File: src/rtl/mc_control_if.sv
// Control bundle between the multi-cycle controller (master) and the IR, datapath and memory (slave).
interface mc_control_if #(
  parameter int ALUOP_W = 3
);
  // Memory handshake: memread/memwrite act as valid and stay asserted, with iord stable,
  // until mem_ready (ready) is sampled high on a rising edge. The transfer completes in the
  // cycle where both are high. mem_ready is ignored whenever no request is outstanding.
  logic [5:0]         opcode;
  logic [5:0]         funct;
  logic               mem_ready;
  logic               pc_write;
  logic               ir_write;
  logic               iord;
  logic               memread;
  logic               memwrite;
  logic               regwrite;
  logic               regdest;
  logic               rd31;
  logic               memtoreg;
  logic               alusrc_a;
  logic [1:0]         alusrc_b;
  logic [ALUOP_W-1:0] aluop;
  logic [1:0]         branch;
  logic               jump;
  logic               statusregwrite;
  logic               retire;
  logic               fault;
  logic [2:0]         state;

  modport master (
    input  opcode, funct, mem_ready,
    output pc_write, ir_write, iord, memread, memwrite, regwrite, regdest, rd31, memtoreg,
           alusrc_a, alusrc_b, aluop, branch, jump, statusregwrite, retire, fault, state
  );

  modport slave (
    output opcode, funct, mem_ready,
    input  pc_write, ir_write, iord, memread, memwrite, regwrite, regdest, rd31, memtoreg,
           alusrc_a, alusrc_b, aluop, branch, jump, statusregwrite, retire, fault, state
  );
endinterface

File: src/rtl/mc_control.sv
// Multi-cycle MIPS-subset controller: sequences FETCH/DECODE/EXEC/MEM/WB, waits on memory with a
// timeout and halts with a sticky fault on illegal instructions or memory timeouts.
module mc_control #(
  parameter int ALUOP_W     = 3,
  parameter int TMO_W       = 8,
  parameter int MEM_TIMEOUT = 200,
  parameter bit EXT_EN      = 1'b1
) (
  input  logic         clk,
  input  logic         rst_n,
  mc_control_if.master bus
);
  typedef enum logic [2:0] {
    S_RST = 3'd0, S_FETCH = 3'd1, S_DECODE = 3'd2, S_EXEC = 3'd3,
    S_MEM = 3'd4, S_WB = 3'd5, S_HALT = 3'd7
  } state_t;

  typedef enum logic [3:0] {
    C_ILL, C_RTYPE, C_LW, C_SW, C_ORI, C_BEQ, C_BGEZ, C_JPC, C_BALRN, C_JMADD
  } cls_t;

  localparam logic [5:0] OP_RTYPE = 6'b000000;
  localparam logic [5:0] OP_LW    = 6'b100011;
  localparam logic [5:0] OP_SW    = 6'b101011;
  localparam logic [5:0] OP_BEQ   = 6'b000100;
  localparam logic [5:0] OP_ORI   = 6'b001101;
  localparam logic [5:0] OP_BGEZ  = 6'b000001;
  localparam logic [5:0] OP_JPC   = 6'b011110;
  localparam logic [5:0] FN_BALRN = 6'b010111;
  localparam logic [5:0] FN_JMADD = 6'b100001;

  state_t           state_q, state_d;
  cls_t             cls_q, cls_d;
  logic [TMO_W-1:0] tmo_q, tmo_d;
  logic             fault_q;
  logic             waiting;
  logic             timed_out;
  logic [2:0]       aluop3;

  // Instruction class decoded from the live IR fields; captured into cls_q at DECODE.
  always_comb begin
    cls_d = C_ILL;
    case (bus.opcode)
      OP_RTYPE: begin
        case (bus.funct)
          6'b100000, 6'b100010, 6'b100100, 6'b100101, 6'b101010: cls_d = C_RTYPE;
          FN_BALRN: cls_d = EXT_EN ? C_BALRN : C_ILL;
          FN_JMADD: cls_d = EXT_EN ? C_JMADD : C_ILL;
          default:  cls_d = C_ILL;
        endcase
      end
      OP_LW:   cls_d = C_LW;
      OP_SW:   cls_d = C_SW;
      OP_BEQ:  cls_d = C_BEQ;
      OP_ORI:  cls_d = C_ORI;
      OP_BGEZ: cls_d = EXT_EN ? C_BGEZ : C_ILL;
      OP_JPC:  cls_d = EXT_EN ? C_JPC : C_ILL;
      default: cls_d = C_ILL;
    endcase
  end

  // Only FETCH and MEM carry a memory request, so only they can wait or time out.
  assign waiting   = ((state_q == S_FETCH) || (state_q == S_MEM)) && !bus.mem_ready;
  assign timed_out = waiting && (tmo_q == TMO_W'(MEM_TIMEOUT - 1));

  always_ff @(posedge clk or negedge rst_n) begin
    if (!rst_n) begin
      state_q <= S_RST;
      cls_q   <= C_ILL;
      tmo_q   <= '0;
      fault_q <= 1'b0;
    end else begin
      state_q <= state_d;
      tmo_q   <= tmo_d;
      if (state_q == S_DECODE) cls_q <= cls_d;
      if (state_d == S_HALT) fault_q <= 1'b1;
    end
  end

  always_comb begin
    state_d = state_q;
    case (state_q)
      S_RST:    state_d = S_FETCH;
      S_FETCH:  if (timed_out) state_d = S_HALT;
                else if (bus.mem_ready) state_d = S_DECODE;
      S_DECODE: state_d = (cls_d == C_ILL) ? S_HALT : S_EXEC;
      S_EXEC: begin
        case (cls_q)
          C_LW, C_SW, C_JMADD:  state_d = S_MEM;
          C_RTYPE, C_ORI, C_JPC: state_d = S_WB;
          C_ILL:                state_d = S_HALT;
          default:              state_d = S_FETCH;
        endcase
      end
      S_MEM:    if (timed_out) state_d = S_HALT;
                else if (bus.mem_ready) state_d = (cls_q == C_SW) ? S_FETCH : S_WB;
      S_WB:     state_d = S_FETCH;
      S_HALT:   state_d = S_HALT;
      default:  state_d = S_HALT;
    endcase
    tmo_d = (waiting && (state_d == state_q)) ? tmo_q + 1'b1 : '0;
  end

  always_comb begin
    bus.pc_write       = 1'b0;
    bus.ir_write       = 1'b0;
    bus.iord           = 1'b0;
    bus.memread        = 1'b0;
    bus.memwrite       = 1'b0;
    bus.regwrite       = 1'b0;
    bus.regdest        = 1'b0;
    bus.rd31           = 1'b0;
    bus.memtoreg       = 1'b0;
    bus.alusrc_a       = 1'b0;
    bus.alusrc_b       = 2'b00;
    bus.branch         = 2'b00;
    bus.jump           = 1'b0;
    bus.statusregwrite = 1'b1;
    bus.retire         = 1'b0;
    aluop3             = 3'b000;
    case (state_q)
      S_RST: bus.statusregwrite = 1'b0;
      S_FETCH: begin
        bus.memread  = 1'b1;
        bus.alusrc_b = 2'b01;
        bus.ir_write = bus.mem_ready;
        bus.pc_write = bus.mem_ready;
      end
      S_DECODE: bus.alusrc_b = 2'b11;
      S_EXEC: begin
        case (cls_q)
          C_RTYPE: begin bus.alusrc_a = 1'b1; aluop3 = 3'b010; end
          C_LW, C_SW: begin bus.alusrc_a = 1'b1; bus.alusrc_b = 2'b10; end
          C_ORI: begin bus.alusrc_a = 1'b1; bus.alusrc_b = 2'b10; aluop3 = 3'b100; end
          C_BEQ: begin
            bus.alusrc_a = 1'b1; aluop3 = 3'b001; bus.branch = 2'b01; bus.retire = 1'b1;
          end
          C_BGEZ: begin
            bus.alusrc_a = 1'b1; aluop3 = 3'b011; bus.branch = 2'b10; bus.retire = 1'b1;
          end
          C_BALRN: begin
            bus.branch = 2'b11; bus.statusregwrite = 1'b0; bus.retire = 1'b1;
          end
          C_JMADD: bus.alusrc_a = 1'b1;
          default: ;
        endcase
      end
      S_MEM: begin
        bus.iord     = 1'b1;
        bus.memwrite = (cls_q == C_SW);
        bus.memread  = (cls_q != C_SW);
        bus.retire   = (cls_q == C_SW) && bus.mem_ready;
      end
      S_WB: begin
        bus.regwrite = 1'b1;
        bus.retire   = 1'b1;
        bus.regdest  = (cls_q == C_RTYPE);
        bus.memtoreg = (cls_q == C_LW);
        bus.rd31     = (cls_q == C_JPC) || (cls_q == C_JMADD);
        bus.jump     = (cls_q == C_JMADD);
        bus.pc_write = (cls_q == C_JMADD);
      end
      S_HALT: bus.statusregwrite = 1'b0;
      default: bus.statusregwrite = 1'b0;
    endcase
  end

  assign bus.aluop = ALUOP_W'(aluop3);
  assign bus.fault = fault_q;
  assign bus.state = state_q;
endmodule

File: src/flat_wrapper.sv
// flat-port wrapper written by rule: the top's interface ports become plain ports
module mc_control_flat 
#(
  parameter int ALUOP_W     = 3,
  parameter int TMO_W       = 8,
  parameter int MEM_TIMEOUT = 200,
  parameter bit EXT_EN      = 1'b1
)
  (clk, rst_n, bus_opcode, bus_funct, bus_mem_ready, bus_pc_write, bus_ir_write, bus_iord, bus_memread, bus_memwrite, bus_regwrite, bus_regdest, bus_rd31, bus_memtoreg, bus_alusrc_a, bus_alusrc_b, bus_aluop, bus_branch, bus_jump, bus_statusregwrite, bus_retire, bus_fault, bus_state);
  mc_control_if #(.ALUOP_W(ALUOP_W)) bus_i ();
  input  logic clk;
  input  logic rst_n;
  input wire logic [$bits(bus_i.opcode)-1:0] bus_opcode;
  input wire logic [$bits(bus_i.funct)-1:0] bus_funct;
  input wire logic [$bits(bus_i.mem_ready)-1:0] bus_mem_ready;
  output wire logic [$bits(bus_i.pc_write)-1:0] bus_pc_write;
  output wire logic [$bits(bus_i.ir_write)-1:0] bus_ir_write;
  output wire logic [$bits(bus_i.iord)-1:0] bus_iord;
  output wire logic [$bits(bus_i.memread)-1:0] bus_memread;
  output wire logic [$bits(bus_i.memwrite)-1:0] bus_memwrite;
  output wire logic [$bits(bus_i.regwrite)-1:0] bus_regwrite;
  output wire logic [$bits(bus_i.regdest)-1:0] bus_regdest;
  output wire logic [$bits(bus_i.rd31)-1:0] bus_rd31;
  output wire logic [$bits(bus_i.memtoreg)-1:0] bus_memtoreg;
  output wire logic [$bits(bus_i.alusrc_a)-1:0] bus_alusrc_a;
  output wire logic [$bits(bus_i.alusrc_b)-1:0] bus_alusrc_b;
  output wire logic [$bits(bus_i.aluop)-1:0] bus_aluop;
  output wire logic [$bits(bus_i.branch)-1:0] bus_branch;
  output wire logic [$bits(bus_i.jump)-1:0] bus_jump;
  output wire logic [$bits(bus_i.statusregwrite)-1:0] bus_statusregwrite;
  output wire logic [$bits(bus_i.retire)-1:0] bus_retire;
  output wire logic [$bits(bus_i.fault)-1:0] bus_fault;
  output wire logic [$bits(bus_i.state)-1:0] bus_state;
  assign bus_i.opcode = bus_opcode;
  assign bus_i.funct = bus_funct;
  assign bus_i.mem_ready = bus_mem_ready;
  assign bus_pc_write = bus_i.pc_write;
  assign bus_ir_write = bus_i.ir_write;
  assign bus_iord = bus_i.iord;
  assign bus_memread = bus_i.memread;
  assign bus_memwrite = bus_i.memwrite;
  assign bus_regwrite = bus_i.regwrite;
  assign bus_regdest = bus_i.regdest;
  assign bus_rd31 = bus_i.rd31;
  assign bus_memtoreg = bus_i.memtoreg;
  assign bus_alusrc_a = bus_i.alusrc_a;
  assign bus_alusrc_b = bus_i.alusrc_b;
  assign bus_aluop = bus_i.aluop;
  assign bus_branch = bus_i.branch;
  assign bus_jump = bus_i.jump;
  assign bus_statusregwrite = bus_i.statusregwrite;
  assign bus_retire = bus_i.retire;
  assign bus_fault = bus_i.fault;
  assign bus_state = bus_i.state;
  mc_control #(.ALUOP_W(ALUOP_W), .TMO_W(TMO_W), .MEM_TIMEOUT(MEM_TIMEOUT), .EXT_EN(EXT_EN)) u_core (.clk(clk), .rst_n(rst_n), .bus(bus_i));
endmodule
File: config.mk
export PLATFORM = sky130hd
export DESIGN_NAME = mc_control_flat
export DESIGN_NICKNAME = d
export VERILOG_FILES = /design/src/rtl/mc_control_if.sv /design/src/rtl/mc_control.sv /design/src/flat_wrapper.sv
export SDC_FILE = /design/constraint.sdc
export NUM_CORES = 1
export LEC_CHECK = 0
export ABC_CLOCK_PERIOD_IN_PS = 1600
export CORE_ASPECT_RATIO = 1.75
export CORE_MARGIN = 4
export CORE_UTILIZATION = 45
export CTS_CLUSTER_SIZE = 12
export DETAILED_ROUTE_END_ITERATION = 10
export PLACE_DENSITY = 0.83
export SYNTH_ARGS = -nofsm -noshare
export SYNTH_HDL_FRONTEND = slang
export SYNTH_SLANG_ARGS = --single-unit
File: constraint.sdc
create_clock -name clk -period 1.6 [get_ports clk]
set_input_delay 0.32 -clock clk [delete_from_list [all_inputs] [get_ports clk]]
set_output_delay 0.32 -clock clk [all_outputs]
set_load 0.05 [all_outputs]
==> results.txt, run 1 <==
status = did not finish
Last stage = clock tree synthesis (4_1_cts)
error msg = [ERROR DPL-0038] Utilization greater than 100%, impossible to legalize
RD Place Congestion = 0.9283
cell count after synthesis = 166
num rows = 25
post_cts resized = 68
I/O Buffers = 38
Post-synth EDFFs = 0
Place WS = -0.4020 ns
Synth Flop Type = dfrtp_1
die width = 48.42 um
hold bufs inserted after CTS = 0
post-synthesis register bit count = 16
Post-synth ARST share = 1.000
setup bufs post-CTS = 13
deepest clock path buffer count = 2
I/O pins = 39
dpl cell area = 2374 um^2
synthesized net count = 182
HPWL Detailed = 3738 um
Seq/Total Area, Yosys = 0.3113
CTS buffer count = 3
Initial Util = 0.4726
H-Tree Depth = 1
Syn Area/Cell = 7.748 um^2
Root Driver = clkbuf_8
# clock sinks = 16
Die H = 78.73 um
Ys Warns = 0
distinct cell type count after synthesis = 45
cell area after synthesis = 1286 um^2
kinds of logic after synthesis:
logic type | synth area share
flip-flops | 0.3113
multiplexers | 0.02335
XOR/XNOR | 0.05448
buffers and inverters | 0.05836
adder cells (fa/ha/maj) | 0.009726
AND/OR/NAND/NOR | 0.3881
AO/OA/AOI/OAI | 0.1547
cells in the mapped netlist, types with 2 or more instances:
master / instances / area, um^2
nor2_1: 23 / 86.33
dfrtp_1: 16 / 400.4
nand2_1: 14 / 52.55
a21oi_1: 9 / 45.04
nor3_1: 9 / 45.04
inv_1: 8 / 30.03
nand3_1: 8 / 40.04
nor2b_1: 7 / 43.79
o21ai_0: 7 / 35.03
nand2b_1: 6 / 37.54
xor2_1: 6 / 52.55
clkbuf_1: 4 / 15.01
o21ai_1: 4 / 20.02
and3_1: 3 / 18.77
buf_2: 3 / 15.01
mux2i_1: 3 / 30.03
a22oi_1: 2 / 15.01
a311oi_1: 2 / 17.52
and3b_1: 2 / 17.52
buf_4: 2 / 15.01
nor3b_1: 2 / 15.01
or2_1: 2 / 12.51
xnor2_1: 2 / 17.52
per-stage QoR:
stage | std cells | hold WS, ns | util
2_1_floorplan | 166 | 0.02441 | -
3_3_place_gp | 268 | 0.4848 | 0.8722
3_5_place_dp | 268 | 0.5192 | 0.8722
==> inputs of run 2 (changes only) <==
--- a/config.mk
+++ b/config.mk
@@ -6,12 +6,10 @@
 export NUM_CORES = 1
 export LEC_CHECK = 0
 export ABC_CLOCK_PERIOD_IN_PS = 1600
-export CORE_ASPECT_RATIO = 1.75
 export CORE_MARGIN = 4
-export CORE_UTILIZATION = 45
-export CTS_CLUSTER_SIZE = 12
+export CORE_UTILIZATION = 30
 export DETAILED_ROUTE_END_ITERATION = 10
-export PLACE_DENSITY = 0.83
+export PLACE_DENSITY_LB_ADDON = 0.15
 export SYNTH_ARGS = -nofsm -noshare
 export SYNTH_HDL_FRONTEND = slang
 export SYNTH_SLANG_ARGS = --single-unit
==> results.txt, run 2 <==
status = finished with violations
violations in the final reports = negative setup slack
Total GRT Usage = 0.1655
Slew @ Worst Pin = 0.3630 ns
Initial Util = 0.3148 (-0.1579)
Worst Hold Class = in2async
1st-pass router iterations = 4
multi-input logic area = 1197 um^2
DRC violations left = 0
Ant. Diodes = 0
commonest non-fill, non-tap cell in the layout = buf_4
post-synth top area share = 0.3113 (unchanged)
antenna-violating nets left = 0
post-route worst setup slack = -0.2574 ns
Clk pin slew, worst setup/hold paths = 0.07 ns
Final Setup Violations = 29
num rows = 23 (-8.0%)
clock skew = 0.008070 ns
Critical path origin = u_core.bus.state[2]
Place WS = -0.4344 ns (-0.03244 ns)
Register Area = 409.1 um^2
# clock sinks = 16 (unchanged)
largest net degree at the start of global routing = 17
HPWL Detailed = 3147 um (-16%)
Max Cap Viol = 0
post-route cell area = 2967 um^2
deepest clock path buffer count = 2 (unchanged)
Leakage = 1.294 nW
placed cell count = 294 (+9.7%)
non-filler cells, final = 318
cell area after synthesis = 1286 um^2 (unchanged)
dpl cell area = 2437 um^2 (+2.7%)
drt wl/cell = 14.15 um
die width = 73.48 um (+52%)
I/O pins = 39 (unchanged)
crit path max fanout = 4
synthesized net count = 182 (unchanged)
worst r2r src = u_core.bus.state[2]
Die H = 73.48 um (-6.7%)
I/O Buffers = 38 (unchanged)
Worst-Skew Late Latency = 0.25 ns
vias per cell = 5.063
Die ar. = 5399 um^2
commonest non-fill, non-tap cells in the layout = 49 x buf_4, 23 x buf_12, 21 x buf_6
Setup crit end kind = output pin
top-count cell post-synth = nor2_1
cell count after synthesis = 166 (unchanged)
Fin. Hold Viols = 0
core area = 4086 um^2
Req. time, crit path = 1.28 ns
RSZ-0062 raised after global routing = true
Ys Warns = 0 (unchanged)
period utilization = 1.161
synthesis-to-finish area growth = 130.6%
area leader, netlist = dfrtp_1
CTS tree = done
post-synthesis register bit count = 16 (unchanged)
Post-synth EDFFs = 0 (unchanged)
CTS buffer count = 3 (unchanged)
most flop-heavy register = u_core.tmo_q
relative slew slack = 0.7561
distinct cell type count after synthesis = 45 (unchanged)
global-route wire length before repair = 7176 um
Fill cells = 268
fin. max-slew vios = 0
pwr dens = 1898 nW/um^2
Seq/Total Area, Yosys = 0.3113 (unchanged)
post-layout minimum cycle time = 1.857 ns
Crit Path Class = reg2out
max reg flops = 8
Commonest cells post-synth = 23 x nor2_1, 16 x dfrtp_1, 14 x nand2_1
vias = 1,610
RD Place Congestion = 0.8885 (-4.3%)
post-layout util = 0.7260
H-Tree Depth = 1 (unchanged)
Root Driver = clkbuf_8
Synth area leaders = dfrtp_1 31%, nor2_1 6.7%, nand2_1 4.1%
share of cells above drive strength 1 = 0.6418
Synth Flop Type = dfrtp_1
# nets final = 285
initial antenna violation count = 0
fmax = 538.4 MHz
arrival time worst endpoint = 1.54 ns
peak supply drop = 0.7839 mV
Post-synth ARST share = 1.000 (unchanged)
number of global-route vias before repair = 1,653
Syn Area/Cell = 7.748 um^2 (unchanged)
Detailed Route Iter0 Violations = 67
WL final = 4499 um
CP Launch Type = register
GR Overflow Total = 0
-- run 2: worst max-delay path, cell delays in order (launching register included) --
cell       delay [ns]
dfrtp_2          0.42
nand3b_1         0.18
buf_6            0.15
a2111oi_4        0.37
buf_12           0.18
-- run 2: final timing paths --
path,cells past startpoint,slack [ns],to
worst max-delay path,4,-0.26,bus_alusrc_a
worst min-delay path,2,0.38,u_core.tmo_q[7]
worst max register to register,8,-0.11,u_core.tmo_q[7]
worst min register to register,1,0.51,u_core.tmo_q[0]
max in group asynchronous,2,1.01,u_core.bus.state[2]
min in group clk,1,0.51,u_core.tmo_q[0]
-- run 2: area by class of cell --
class	instances	share of cell area
repair buffers	107	0.4074
well taps	50	0.02109
multi-input cells	133	0.4036
clock buffers	4	0.01856
inverters	8	0.01139
flip-flops and latches	16	0.1379
-- run 2: per-layer routing --
metal / GRT usage / vias up / part of all wire / routed length, um
met5: 0 / - / 0 / 0
met4: 0.04225 / 0 / 0.014 / 64
met3: 0.02052 / 6 / 0.041 / 186
met2: 0.3100 / 50 / 0.55 / 2483
met1: 0.1965 / 759 / 0.39 / 1764
li1: - / 795 / - / -
-- run 2: repair_timing --
item | in CTS | in global routing
hold buffers | 0 | 0
gates resized for setup | 69 | 27
pin swaps | 21 | 13
buffers inserted | 17 | 3
hold endpoints to repair | 0 | 0
endpoints found under the setup margin | 25 | 32
-- run 2: logic make-up (layout without fill, tap and decap cells) --
family,count (synthesis),in the layout,synth area share
simple gates,89,89,0.3881
compound gates,32,32,0.1547
buf+inv,17,119,0.05836
flops,16,16,0.3113
xor+xnor,8,8,0.05448
mux,3,3,0.02335
fa+ha+maj,1,1,0.009726
-- run 2: power by group --
| part | switching, mW | total, mW | internal [mW] |
|---|---|---|---|
| Sequential | 0.228 | 0.752 | 0.524 |
| Clock | 0.135 | 0.353 | 0.218 |
| Combinational | 2.26 | 4.53 | 2.26 |
| Total | 2.62 | 5.63 | 3.01 |
-- run 2: through the flow --
stage	hold slack (ns)	power, mW	setup TNS [ns]
CTS	0.3927	5.405	-3.026
global placement	0.4965	4.171	-3.235
global route	0.4070	5.889	-5.957
floorplan	0.02441	2.608	-4.400
detailed placement	0.5051	4.228	-3.742
finish	0.3848	5.631	-4.182
Note: power is estimated with default switching activity, not from simulation.
